### src/rtl/hex_display_mux.sv
// hex_display_mux: time-multiplexed driver for a bank of 7-segment hex digits.
// Each digit stays selected for DIV_COUNT clocks. Captured value/dp_in are
// shown with leading-zero blanking and a programmable output polarity.
// Decode and blanking work in active-low form; polarity is applied only at
// the output registers.
module hex_display_mux #(
    parameter int NUM_DIGITS = 4,
    parameter int DIV_COUNT  = 50000,
    parameter int ACTIVE_LOW = 1,
    parameter int LZ_BLANK   = 1
) (
    input  logic                      clk,
    input  logic                      reset,
    input  logic                      enable,
    input  logic                      load,
    input  logic [4*NUM_DIGITS-1:0]   value,
    input  logic [NUM_DIGITS-1:0]     dp_in,
    output logic [6:0]                seg,
    output logic                      dp,
    output logic [NUM_DIGITS-1:0]     an,
    output logic                      frame_done
);

    localparam int CW = (DIV_COUNT > 1) ? $clog2(DIV_COUNT) : 1;
    localparam int IW = (NUM_DIGITS > 1) ? $clog2(NUM_DIGITS) : 1;
    localparam logic INV = (ACTIVE_LOW == 0);

    localparam logic [6:0]            SEG_OFF = {7{~INV}};
    localparam logic                  DP_OFF  = ~INV;
    localparam logic [NUM_DIGITS-1:0] AN_OFF  = {NUM_DIGITS{~INV}};

    logic [4*NUM_DIGITS-1:0] val_r;
    logic [NUM_DIGITS-1:0]   dp_r;
    logic [CW-1:0]           cnt;
    logic [IW-1:0]           idx;
    logic                    wrap_q;

    logic                    tc;
    logic                    idx_last;
    logic [3:0]              nibble;
    logic                    dp_sel;
    logic                    blank_sel;
    logic [NUM_DIGITS-1:0]   lead_zero;
    logic [NUM_DIGITS-1:0]   an_al;
    logic [6:0]              seg_dec;
    logic [6:0]              seg_al;
    logic                    zero_run;

    assign tc       = (cnt == CW'(DIV_COUNT - 1));
    assign idx_last = (idx == IW'(NUM_DIGITS - 1));

    // Select the current digit, its dp request, its one-hot anode and whether
    // every digit from the top down to it is zero.
    always_comb begin
        nibble    = 4'h0;
        dp_sel    = 1'b0;
        blank_sel = 1'b0;
        an_al     = '1;
        lead_zero = '0;
        zero_run  = 1'b1;
        for (int k = NUM_DIGITS - 1; k >= 0; k--) begin
            zero_run     = zero_run & (val_r[4*k +: 4] == 4'h0);
            lead_zero[k] = zero_run;
        end
        for (int k = 0; k < NUM_DIGITS; k++) begin
            if (idx == IW'(k)) begin
                nibble    = val_r[4*k +: 4];
                dp_sel    = dp_r[k];
                blank_sel = lead_zero[k];
                an_al[k]  = 1'b0;
            end
        end
    end

    // Hex to active-low segment pattern {a,b,c,d,e,f,g}, with blanking.
    always_comb begin
        seg_dec = 7'b1111111;
        case (nibble)
            4'h0: seg_dec = 7'b0000001;
            4'h1: seg_dec = 7'b1001111;
            4'h2: seg_dec = 7'b0010010;
            4'h3: seg_dec = 7'b0000110;
            4'h4: seg_dec = 7'b1001100;
            4'h5: seg_dec = 7'b0100100;
            4'h6: seg_dec = 7'b0100000;
            4'h7: seg_dec = 7'b0001111;
            4'h8: seg_dec = 7'b0000000;
            4'h9: seg_dec = 7'b0001100;
            4'hA: seg_dec = 7'b0001000;
            4'hB: seg_dec = 7'b1100000;
            4'hC: seg_dec = 7'b0110001;
            4'hD: seg_dec = 7'b1000010;
            4'hE: seg_dec = 7'b0110000;
            4'hF: seg_dec = 7'b0111000;
            default: seg_dec = 7'b1111111;
        endcase
        seg_al = seg_dec;
        if ((LZ_BLANK != 0) && (idx != '0) && blank_sel) begin
            seg_al = 7'b1111111;
        end
    end

    // Capture the displayed value; load works independently of enable.
    always_ff @(posedge clk) begin
        if (reset) begin
            val_r <= '0;
            dp_r  <= '0;
        end else if (load) begin
            val_r <= value;
            dp_r  <= dp_in;
        end
    end

    // Dwell counter and digit index; both hold while scanning is disabled.
    always_ff @(posedge clk) begin
        if (reset) begin
            cnt    <= '0;
            idx    <= '0;
            wrap_q <= 1'b0;
        end else begin
            wrap_q <= enable & tc & idx_last;
            if (enable) begin
                if (tc) begin
                    cnt <= '0;
                    idx <= idx_last ? '0 : idx + 1'b1;
                end else begin
                    cnt <= cnt + 1'b1;
                end
            end
        end
    end

    // Output registers. frame_done goes through the same one-cycle delay as
    // seg/an so the pulse lines up with the first output cycle of digit 0.
    always_ff @(posedge clk) begin
        if (reset) begin
            seg        <= SEG_OFF;
            dp         <= DP_OFF;
            an         <= AN_OFF;
            frame_done <= 1'b0;
        end else if (enable) begin
            seg        <= seg_al ^ {7{INV}};
            dp         <= ~dp_sel ^ INV;
            an         <= an_al ^ {NUM_DIGITS{INV}};
            frame_done <= wrap_q;
        end else begin
            seg        <= SEG_OFF;
            dp         <= DP_OFF;
            an         <= AN_OFF;
            frame_done <= 1'b0;
        end
    end

endmodule

### config.mk
export PLATFORM = sky130hd
export DESIGN_NAME = hex_display_mux
export DESIGN_NICKNAME = d
export VERILOG_FILES = /design/src/rtl/hex_display_mux.sv
export SDC_FILE = /design/constraint.sdc
export NUM_CORES = 1
export LEC_CHECK = 0
export BUFFER_PORTS_ARGS = -buffer_cell sky130_fd_sc_hd__buf_2
export CORE_ASPECT_RATIO = 1.5
export CORE_UTILIZATION = 40
export CTS_CLUSTER_DIAMETER = 80
export DETAILED_ROUTE_END_ITERATION = 8
export GPL_TIMING_DRIVEN = 0
export PLACE_DENSITY_LB_ADDON = 0.1
export SLEW_MARGIN = 20
export SYNTH_ARGS = -nofsm -noshare
export SYNTH_HDL_FRONTEND = slang
export SYNTH_SLANG_ARGS = --single-unit
### constraint.sdc
create_clock -name clk -period 3.3 [get_ports clk]
set_input_delay 0.495 -clock clk [delete_from_list [all_inputs] [get_ports clk]]
set_output_delay 0.495 -clock clk [all_outputs]
set_load 0.01 [all_outputs]
==> results by group, run 1 <==
Global routing
  • GRT Total Usage: 0.181
  • Total grt overflow: 0
  • Initial antenna violation count: 0
  • First-pass GRT wire length: 8850 µm
  • Number of global-route vias before repair: around 1900
  • Pin count of the biggest net entering global routing: 16

Floorplan
  • Die area: approximately 6300 µm²
  • I/O Pins: 37
  • Core area: 5790 µm²
  • Starting Density: 0.413
  • Die W: about 65 µm
  • FP Rows: 34
  • Die Y-Extent: 96.6 µm

Outcome
  • Status: finished, final reports clean

Yosys
  • Netlist cell types: 42
  • Largest family of logic cells by synthesized area: simple AND/OR/NAND/NOR gates
  • Simple-gate portion of the synthesized area: 0.231
  • Post-Synth Adder-Cell Area: 0.0577
  • Mapped Area: 2390 µm²
  • Mux contribution to synthesized area: 0.105
  • Sequential share of the synthesized area: 0.436
  • Avg Inst Size Synth: between 9 and 10 µm²
  • Synth Warn #: 0
  • Synth Area in Compound Gates: 0.0849
  • Seq cells post-synth: between 50 and 60
  • Synth Area in XOR/XNOR: 0.0550
  • Gate Count Post-Synth: about 260
  • Syn nets: a little under 300

STA
  • RSZ-0062 raised after global routing: false
  • Count of final setup violators: 0
  • Worst-margin pin slew: 821 ps
  • Final slew viol count: 0
  • Max_slew headroom: 0.449
  • Hold Slack: between 400 and 500 ps
  • Crit share post-route: 0.821
  • Clk_skew: ~3.1 ps
  • Final Hold Vio Count: 0
  • Final TNS setup: 0 ps
  • Tmin final: 2710 ps
  • Max Freq: about 370 MHz
  • Final WS setup: 589 ps

Finish
  • ANT cells: 0
  • Area grow syn2layout: 16.2%
  • Fin nets: roughly 330
  • Share of layout cells above drive strength 1: 0.167
  • Final design utilization: 0.479
  • Fillers: 598
  • Post-route insts no fill: ~370

Power and ir drop
  • P_int: around 0.00097 W
  • Sw Pwr: about 0.00027 W
  • P_leak: between 1 and 1.5 nW
  • Power Dens Cells: 449 nW/µm²
  • Power share of the clock group: 0.373
  • Share of power burned in registers: 0.534
  • Sw frac: 0.221
  • Peak supply drop: approximately 0.18 mV
  • Logic gate share of total power: 0.092

Critical path
  • Critical-path maximum fanout: 10
  • Critical path startpoint category: register
  • Slowest Stage Delay on Critical Path: around 410 ps
  • R2R Path Start: idx[0]
  • Worst R2R End: seg[3]
  • Critical path depth in cells: 9
  • R2R Setup Slk: about 600 ps
  • Delay-heaviest family, CP: compound AO/OA/AOI/OAI gates
  • Setup crit end: seg[3]
  • Worst Path Required: 3500 ps
  • Worst R2R Path Depth: 9
  • WP data arrival: 2910 ps
  • Worst-path cell chain: ha_1 -> buf_1 -> mux2i_1 -> a31oi_1 -> inv_1 -> ha_1 -> inv_1 -> a211oi_1 -> o31ai_1
  • Crit path buf inv count: 3
  • CP endpoint kind: register
  • Critical Path Start: idx[0]
  • CP max-delay cell: dfxtp_1
  • Critical path type: register to register

Routing
  • ANT nets after route: 0
  • Average routed wire per standard cell: ~14 µm
  • Final routed DRC violation total: 0
  • Drt initial violations: 70
  • Via count: between 1500 and 2000
  • 1st-pass router iterations: 4
  • Post-Route WL: 5150 µm
  • Vias/cell: approximately 5.1

CTS
  • CTS tree: done
  • Clock-pin slew on the worst setup and hold paths: 90 ps
  • Clock latency on the worst-skew pair: 300 ps
  • H-tree depth: 2
  • CTS Sinks: between 50 and 60
  • Root buf cell: clkbuf_8
  • Post-cts sizing count: 0
  • Total CTS buffers: 5
  • CTS Buffer Depth: 2
  • CTS Hold Bufs: 0
  • Setup Fix Bufs, Post-CTS: 0

Job
  • Maxcap violations: 0

Placed design
  • Placed insts: around 360
  • Place WS: about 600 ps
  • Number of buffers added on ports: 34
  • Dpl hpwl: approximately 3900 µm
  • Placer Congestion: ~0.77

Hold path
  • Hold path cells: 2
  • Worst hold path class: primary input to register
  • Hold_sp: reset
==> worst reg2reg max path: stages, from the launching register on <==
cell and delay, ps:
dfxtp_1 410, ha_1 230, buf_1 400, mux2i_1 150, a31oi_1 400, inv_1 190
ha_1 370, inv_1 110, a211oi_1 60, o31ai_1 300
==> state kept, by name (all words and copies together) (netlist names) <==
signal	cells
val_r	16
wrap_q	1
idx	2
dp_r	4
cnt	16
dp	1
frame_done	1
seg	7
an	4
==> cell usage in the layout (no fill, tap or decap), types with 4 or more instances in the layout <==
cell      count
nand3_1       9
dfxtp_1      52
inv_1         6
xor2_1       11
xnor2_1       4
and3_1        4
nand2_1      23
a21oi_1       8
mux2i_1      25
nand4_1       5
clkbuf_1      8
buf_2        36
ha_1         11
clkbuf_8      7
o221ai_1      4
nand3b_1      4
nor2_1       41
==> area by class of cell <==
class | instances | area [µm²] | area share
multi-input cells | 188 | 1270 | 0.459
flip-flops and latches | 52 | 1040 | 0.375
repair buffers | 34 | 170 | 0.0613
clock buffers | 7 | 96.3 | 0.0347
well taps | 72 | 90.1 | 0.0325
plain buffers | 12 | 51.3 | 0.0185
clock inverters | 1 | 30.0 | 0.0108
inverters | 6 | 22.5 | 0.00812
==> worst min-delay path by stage <==
stage                      end
global placement    frame_done
CTS                     idx[0]
floorplan           frame_done
detailed placement  frame_done
finish                  idx[0]
global route            idx[0]
==> power by group through the flow <==
stage               combinational, W  clock, W  sequential, W
finish                      0.000115  0.000464       0.000665
global placement            0.000114         0       0.000680
floorplan                  0.0000747         0       0.000679
CTS                         0.000116  0.000485       0.000666
global route                0.000129  0.000507       0.000669
detailed placement          0.000116         0       0.000680
==> kinds of logic after synthesis <==
kind of cell               after synthesis
buffers and inverters                   18
and+or+nand+nor                        108
muxes                                   25
xor gates and xnor gates                15
AOI/OAI and AO/OA                       29
adders and majority gates               11
DFF                                     52
==> per-layer routing <==
| layer | GRT usage | vias up | wire length [µm] |
|---|---|---|---|
| li1 | - | 980 | - |
| met1 | 0.187 | 888 | 2050 |
| met2 | 0.347 | 19 | 2880 |
| met3 | 0.0307 | 8 | 107 |
| met4 | 0.0702 | 0 | 116 |
| met5 | 0 | - | 0 |
==> Yosys cell counts (all sizes together) <==
| cell type | count | share of area |
|---|---|---|
| a211oi | 2 | 0.0063 |
| a21o | 1 | 0.0031 |
| a21oi | 9 | 0.020 |
| a311o | 2 | 0.0084 |
| a311oi | 2 | 0.0073 |
| a31oi | 1 | 0.0026 |
| and2 | 3 | 0.0079 |
| and3 | 4 | 0.010 |
| and4 | 3 | 0.012 |
| buf | 4 | 0.0089 |
| clkbuf | 8 | 0.013 |
| dfxtp | 52 | 0.44 |
| ha | 11 | 0.058 |
| inv | 6 | 0.0094 |
| mux2i | 25 | 0.10 |
| nand2 | 23 | 0.036 |
| nand2b | 2 | 0.0052 |
| nand3 | 9 | 0.019 |
| nand3b | 4 | 0.013 |
| nand4 | 6 | 0.018 |
| nor2 | 41 | 0.064 |
| nor2b | 3 | 0.0079 |
| nor3 | 1 | 0.0021 |
| nor3b | 3 | 0.0094 |
| nor4 | 3 | 0.014 |
| o211ai | 2 | 0.0063 |
| o21ai | 3 | 0.0063 |
| o221ai | 4 | 0.015 |
| o22ai | 1 | 0.0026 |
| o31a | 1 | 0.0037 |
| o31ai | 1 | 0.0031 |
| or3 | 1 | 0.0026 |
| or4 | 1 | 0.0031 |
| or4b | 1 | 0.0058 |
| xnor2 | 4 | 0.015 |
| xor2 | 11 | 0.040 |
==> through the flow <==
step                power (W)  cell area (µm²)
CTS                   0.00127             2770
global placement     0.000794             2650
floorplan            0.000754             2390
detailed placement   0.000796             2650
global route          0.00130             2770
finish                0.00124             2770
(Power assumes the default switching activity.)
==> run 2: changes to the inputs <==
--- a/config.mk
+++ b/config.mk
@@ -5,6 +5,7 @@
 export SDC_FILE = /design/constraint.sdc
 export NUM_CORES = 1
 export LEC_CHECK = 0
+export ABC_AREA = 1
 export BUFFER_PORTS_ARGS = -buffer_cell sky130_fd_sc_hd__buf_2
 export CORE_ASPECT_RATIO = 1.5
 export CORE_UTILIZATION = 40
==> constraint.sdc (replaced) <==
create_clock -name clk -period 2.4 [get_ports clk]
set_input_delay 0.36 -clock clk [delete_from_list [all_inputs] [get_ports clk]]
set_output_delay 0.36 -clock clk [all_outputs]
set_load 0.01 [all_outputs]
==> results by group, run 2 <==
Yosys
  • Mapped Area: 2700 µm² (was 2390 µm²)
  • Sequential share of the synthesized area: 0.386 (was 0.436)
  • Post-synth EDFFs: 0 (unchanged)
  • Top_reg_cell synth: dfxtp_1 (unchanged)
  • Largest family of logic cells by synthesized area: simple AND/OR/NAND/NOR gates (unchanged)
  • Synth Area in XOR/XNOR: 0.00649 (was 0.0550)
  • Mux contribution to synthesized area: 0 (was 0.105)
  • Synth Warn #: 0 (unchanged)
  • Synth area leaders: dfxtp_1 (39%), nand2_1 (12%), nor2_1 (7.8%) (was dfxtp_1 (44%), mux2i_1 (10%), nor2_1 (6.4%))
  • Async S/R FF share, synth: 0 (unchanged)
  • Most instantiated library cell after synthesis: nand2_1 (was dfxtp_1)
  • Synth top area share: 0.386 (was 0.436)
  • Syn nets: 418 (was 293)
  • Avg Inst Size Synth: 7.05 µm² (was 9.25 µm²)
  • Cell taking the most area after synthesis: dfxtp_1 (unchanged)
  • Synth Area in Compound Gates: 0.113 (was 0.0849)
  • Gate Count Post-Synth: 383 (was 258)
  • Synth top cells by count: nand2_1 (83), nor2_1 (56), dfxtp_1 (52), inv_1 (45), o21ai_0 (29) (was dfxtp_1 (52), nor2_1 (41), mux2i_1 (25), nand2_1 (23))
  • Netlist cell types: 33 (was 42)
  • Simple-gate portion of the synthesized area: 0.348 (was 0.231)
  • Seq cells post-synth: 52 (unchanged)
  • Post-Synth Adder-Cell Area: 0.0510 (was 0.0577)

CTS
  • Clock latency on the worst-skew pair: 300 ps (about the same)
  • Clock-pin slew on the worst setup and hold paths: 90 ps (about the same)
  • CTS tree: done (unchanged)
  • CTS Sinks: 52 (unchanged)
  • Root buf cell: clkbuf_8 (unchanged)
  • Setup Fix Bufs, Post-CTS: 0 (unchanged)
  • CTS Buffer Depth: 2 (unchanged)
  • Total CTS buffers: 5 (unchanged)
  • H-tree depth: 2 (unchanged)

Finish
  • Most frequent cells in the layout: nand2_1 (83), nor2_1 (56), dfxtp_1 (52) (was dfxtp_1 (52), nor2_1 (41), buf_2 (36))
  • Final design utilization: 0.468 (was 0.479)
  • Fillers: 709 (was 598)
  • Top flop regs: cnt (16), val_r (16), seg (7) (unchanged)
  • Post-route insts no fill: 501 (was 372)
  • Area grow syn2layout: 13.2% (was 16.2%)
  • Fin nets: 459 (was 334)
  • ANT cells: 0 (unchanged)
  • Share of layout cells above drive strength 1: 0.160 (was 0.167)
  • Leading cell type in the layout, fill and taps excluded: nand2_1 (was dfxtp_1)

Routing
  • Drt initial violations: 121 (was 70)
  • ANT nets after route: 0 (unchanged)
  • Via count: 2419 (was 1895)
  • Routed length on met2: 3280 µm (was 2880 µm)
  • Post-Route WL: 6040 µm (was 5150 µm)
  • Met3 wire length: 169 µm (was 107 µm)
  • Average routed wire per standard cell: 12.0 µm (was 13.8 µm)
  • 1st-pass router iterations: 4 (unchanged)
  • WL met1: 2550 µm (was 2050 µm)
  • DR top layer: met4 (unchanged)
  • Vias/cell: 4.83 (was 5.09)
  • Final routed DRC violation total: 0 (unchanged)

STA
  • Hold Slack: 281 ps (was 416 ps)
  • Clk_skew: 5.21 ps (was 3.15 ps)
  • Final TNS setup: 0 ps (unchanged)
  • RSZ-0062 raised after global routing: false (unchanged)
  • Crit share post-route: 0.905 (was 0.821)
  • Worst-margin pin slew: 480 ps (was 821 ps)
  • Final WS setup: 228 ps (was 589 ps)
  • Final slew viol count: 0 (unchanged)
  • Max Freq: 460 MHz (was 369 MHz)
  • Max_slew headroom: 0.677 (was 0.449)
  • Count of final setup violators: 0 (unchanged)
  • Tmin final: 2170 ps (was 2710 ps)
  • Final Hold Vio Count: 0 (unchanged)

Placed design
  • Dpl hpwl: 4770 µm (was 3880 µm)
  • Placer Congestion: 0.809 (was 0.766)
  • Placed insts: 493 (was 364)
  • Number of buffers added on ports: 34 (unchanged)
  • Place WS: 166 ps (was 597 ps)

Critical path
  • Critical-path maximum fanout: 8 (was 10)
  • Worst R2R Path Depth: 12 (was 9)
  • Critical path type: register to register (unchanged)
  • CP endpoint kind: register (unchanged)
  • Worst Path Required: 2580 ps (was 3500 ps)
  • Critical path startpoint category: register (unchanged)
  • WP data arrival: 2350 ps (was 2910 ps)

Power and ir drop
  • Power Dens Cells: 526 nW/µm² (was 449 nW/µm²)
  • P_leak: 1.38 nW (was 1.17 nW)
  • Peak supply drop: 0.353 mV (was 0.184 mV)

Global routing
  • Pin count of the biggest net entering global routing: 15 (was 16)
  • GRT Total Usage: 0.181 (about the same)
  • First-pass GRT wire length: 10200 µm (was 8850 µm)
  • Total grt overflow: 0 (unchanged)
  • Initial antenna violation count: 0 (unchanged)
  • Number of global-route vias before repair: 2254 (was 1918)

Job
  • Maxcap violations: 0 (unchanged)

Hold path
  • Worst hold path class: primary input to register (unchanged)
  • Hold path cells: 3 (was 2)

Floorplan
  • Core area: 6530 µm² (was 5790 µm²)
  • Die area: 7090 µm² (was 6290 µm²)
  • Starting Density: 0.413 (about the same)
  • Die Y-Extent: 103 µm (was 96.6 µm)
  • I/O Pins: 37 (unchanged)
  • FP Rows: 36 (was 34)
  • Die W: 69.1 µm (was 65.1 µm)

Outcome
  • Status: finished, final reports clean (unchanged)
[run 2: final cells by class]
| type | count | area [µm²] | share of cell area |
|---|---|---|---|
| multi-input combinational | 269 | 1400 | 0.458 |
| sequential | 52 | 1040 | 0.341 |
| timing repair buffer | 34 | 170 | 0.0557 |
| buffer | 10 | 60.1 | 0.0197 |
| tap | 76 | 95.1 | 0.0311 |
| inverter | 52 | 200 | 0.0655 |
| clock buffer | 8 | 90.1 | 0.0295 |
[run 2: power breakdown]
group	total (W)	internal (W)	switching (W)
clock	0.000506	0.000236	0.000270
combinational	0.000185	0.0000701	0.000114
sequential	0.000916	0.000899	0.0000177
[run 2: logic make-up (layout without fill, tap and decap cells)]
group	after synthesis	count (layout)
AOI/OAI and AO/OA	57	57
xor gates and xnor gates	2	2
adders and majority gates	11	11
buffers and inverters	62	104
DFF	52	52
and+or+nand+nor	199	199
[run 2: metrics by stage]
step	area (µm²)	power (W)
2_1_floorplan	2700	0.00106
3_3_place_gp	2970	0.00112
3_5_place_dp	2970	0.00112
4_1_cts	3060	0.00163
5_1_grt	3060	0.00170
6_report	3060	0.00161
[run 2: final timing paths]
path / from / endpoint / slack (ps)
worst max-delay path: idx[0] / seg[3] / 230
worst min-delay path: value[8] / val_r[8] / 280
worst max register to register: idx[0] / seg[3] / 230
worst min register to register: wrap_q / frame_done / 420
[run 2: per-layer routing]
metal / track usage / vias to the layer above
met4: 0.0565 / 0
met3: 0.0244 / 2
met5: 0 / -
li1: - / 1296
met2: 0.367 / 38
met1: 0.191 / 1083
[run 2: worst max-delay path, cell delays in order, from the launching register on]
cell and delay, ps:
dfxtp_1 370, inv_1 100, ha_1 200, buf_4 160, inv_1 120, nand2_1 80
o21ai_0 200, nand2_1 200, ha_1 380, nand2_1 90, nand2_1 50, nand2_1 50
nand3_1 60
[run 2: timing repair]
item	CTS	global route
hold buffers	0	0
gates resized for setup	0	1
setup endpoints to repair	0	1
endpoints found under the hold margin	0	0
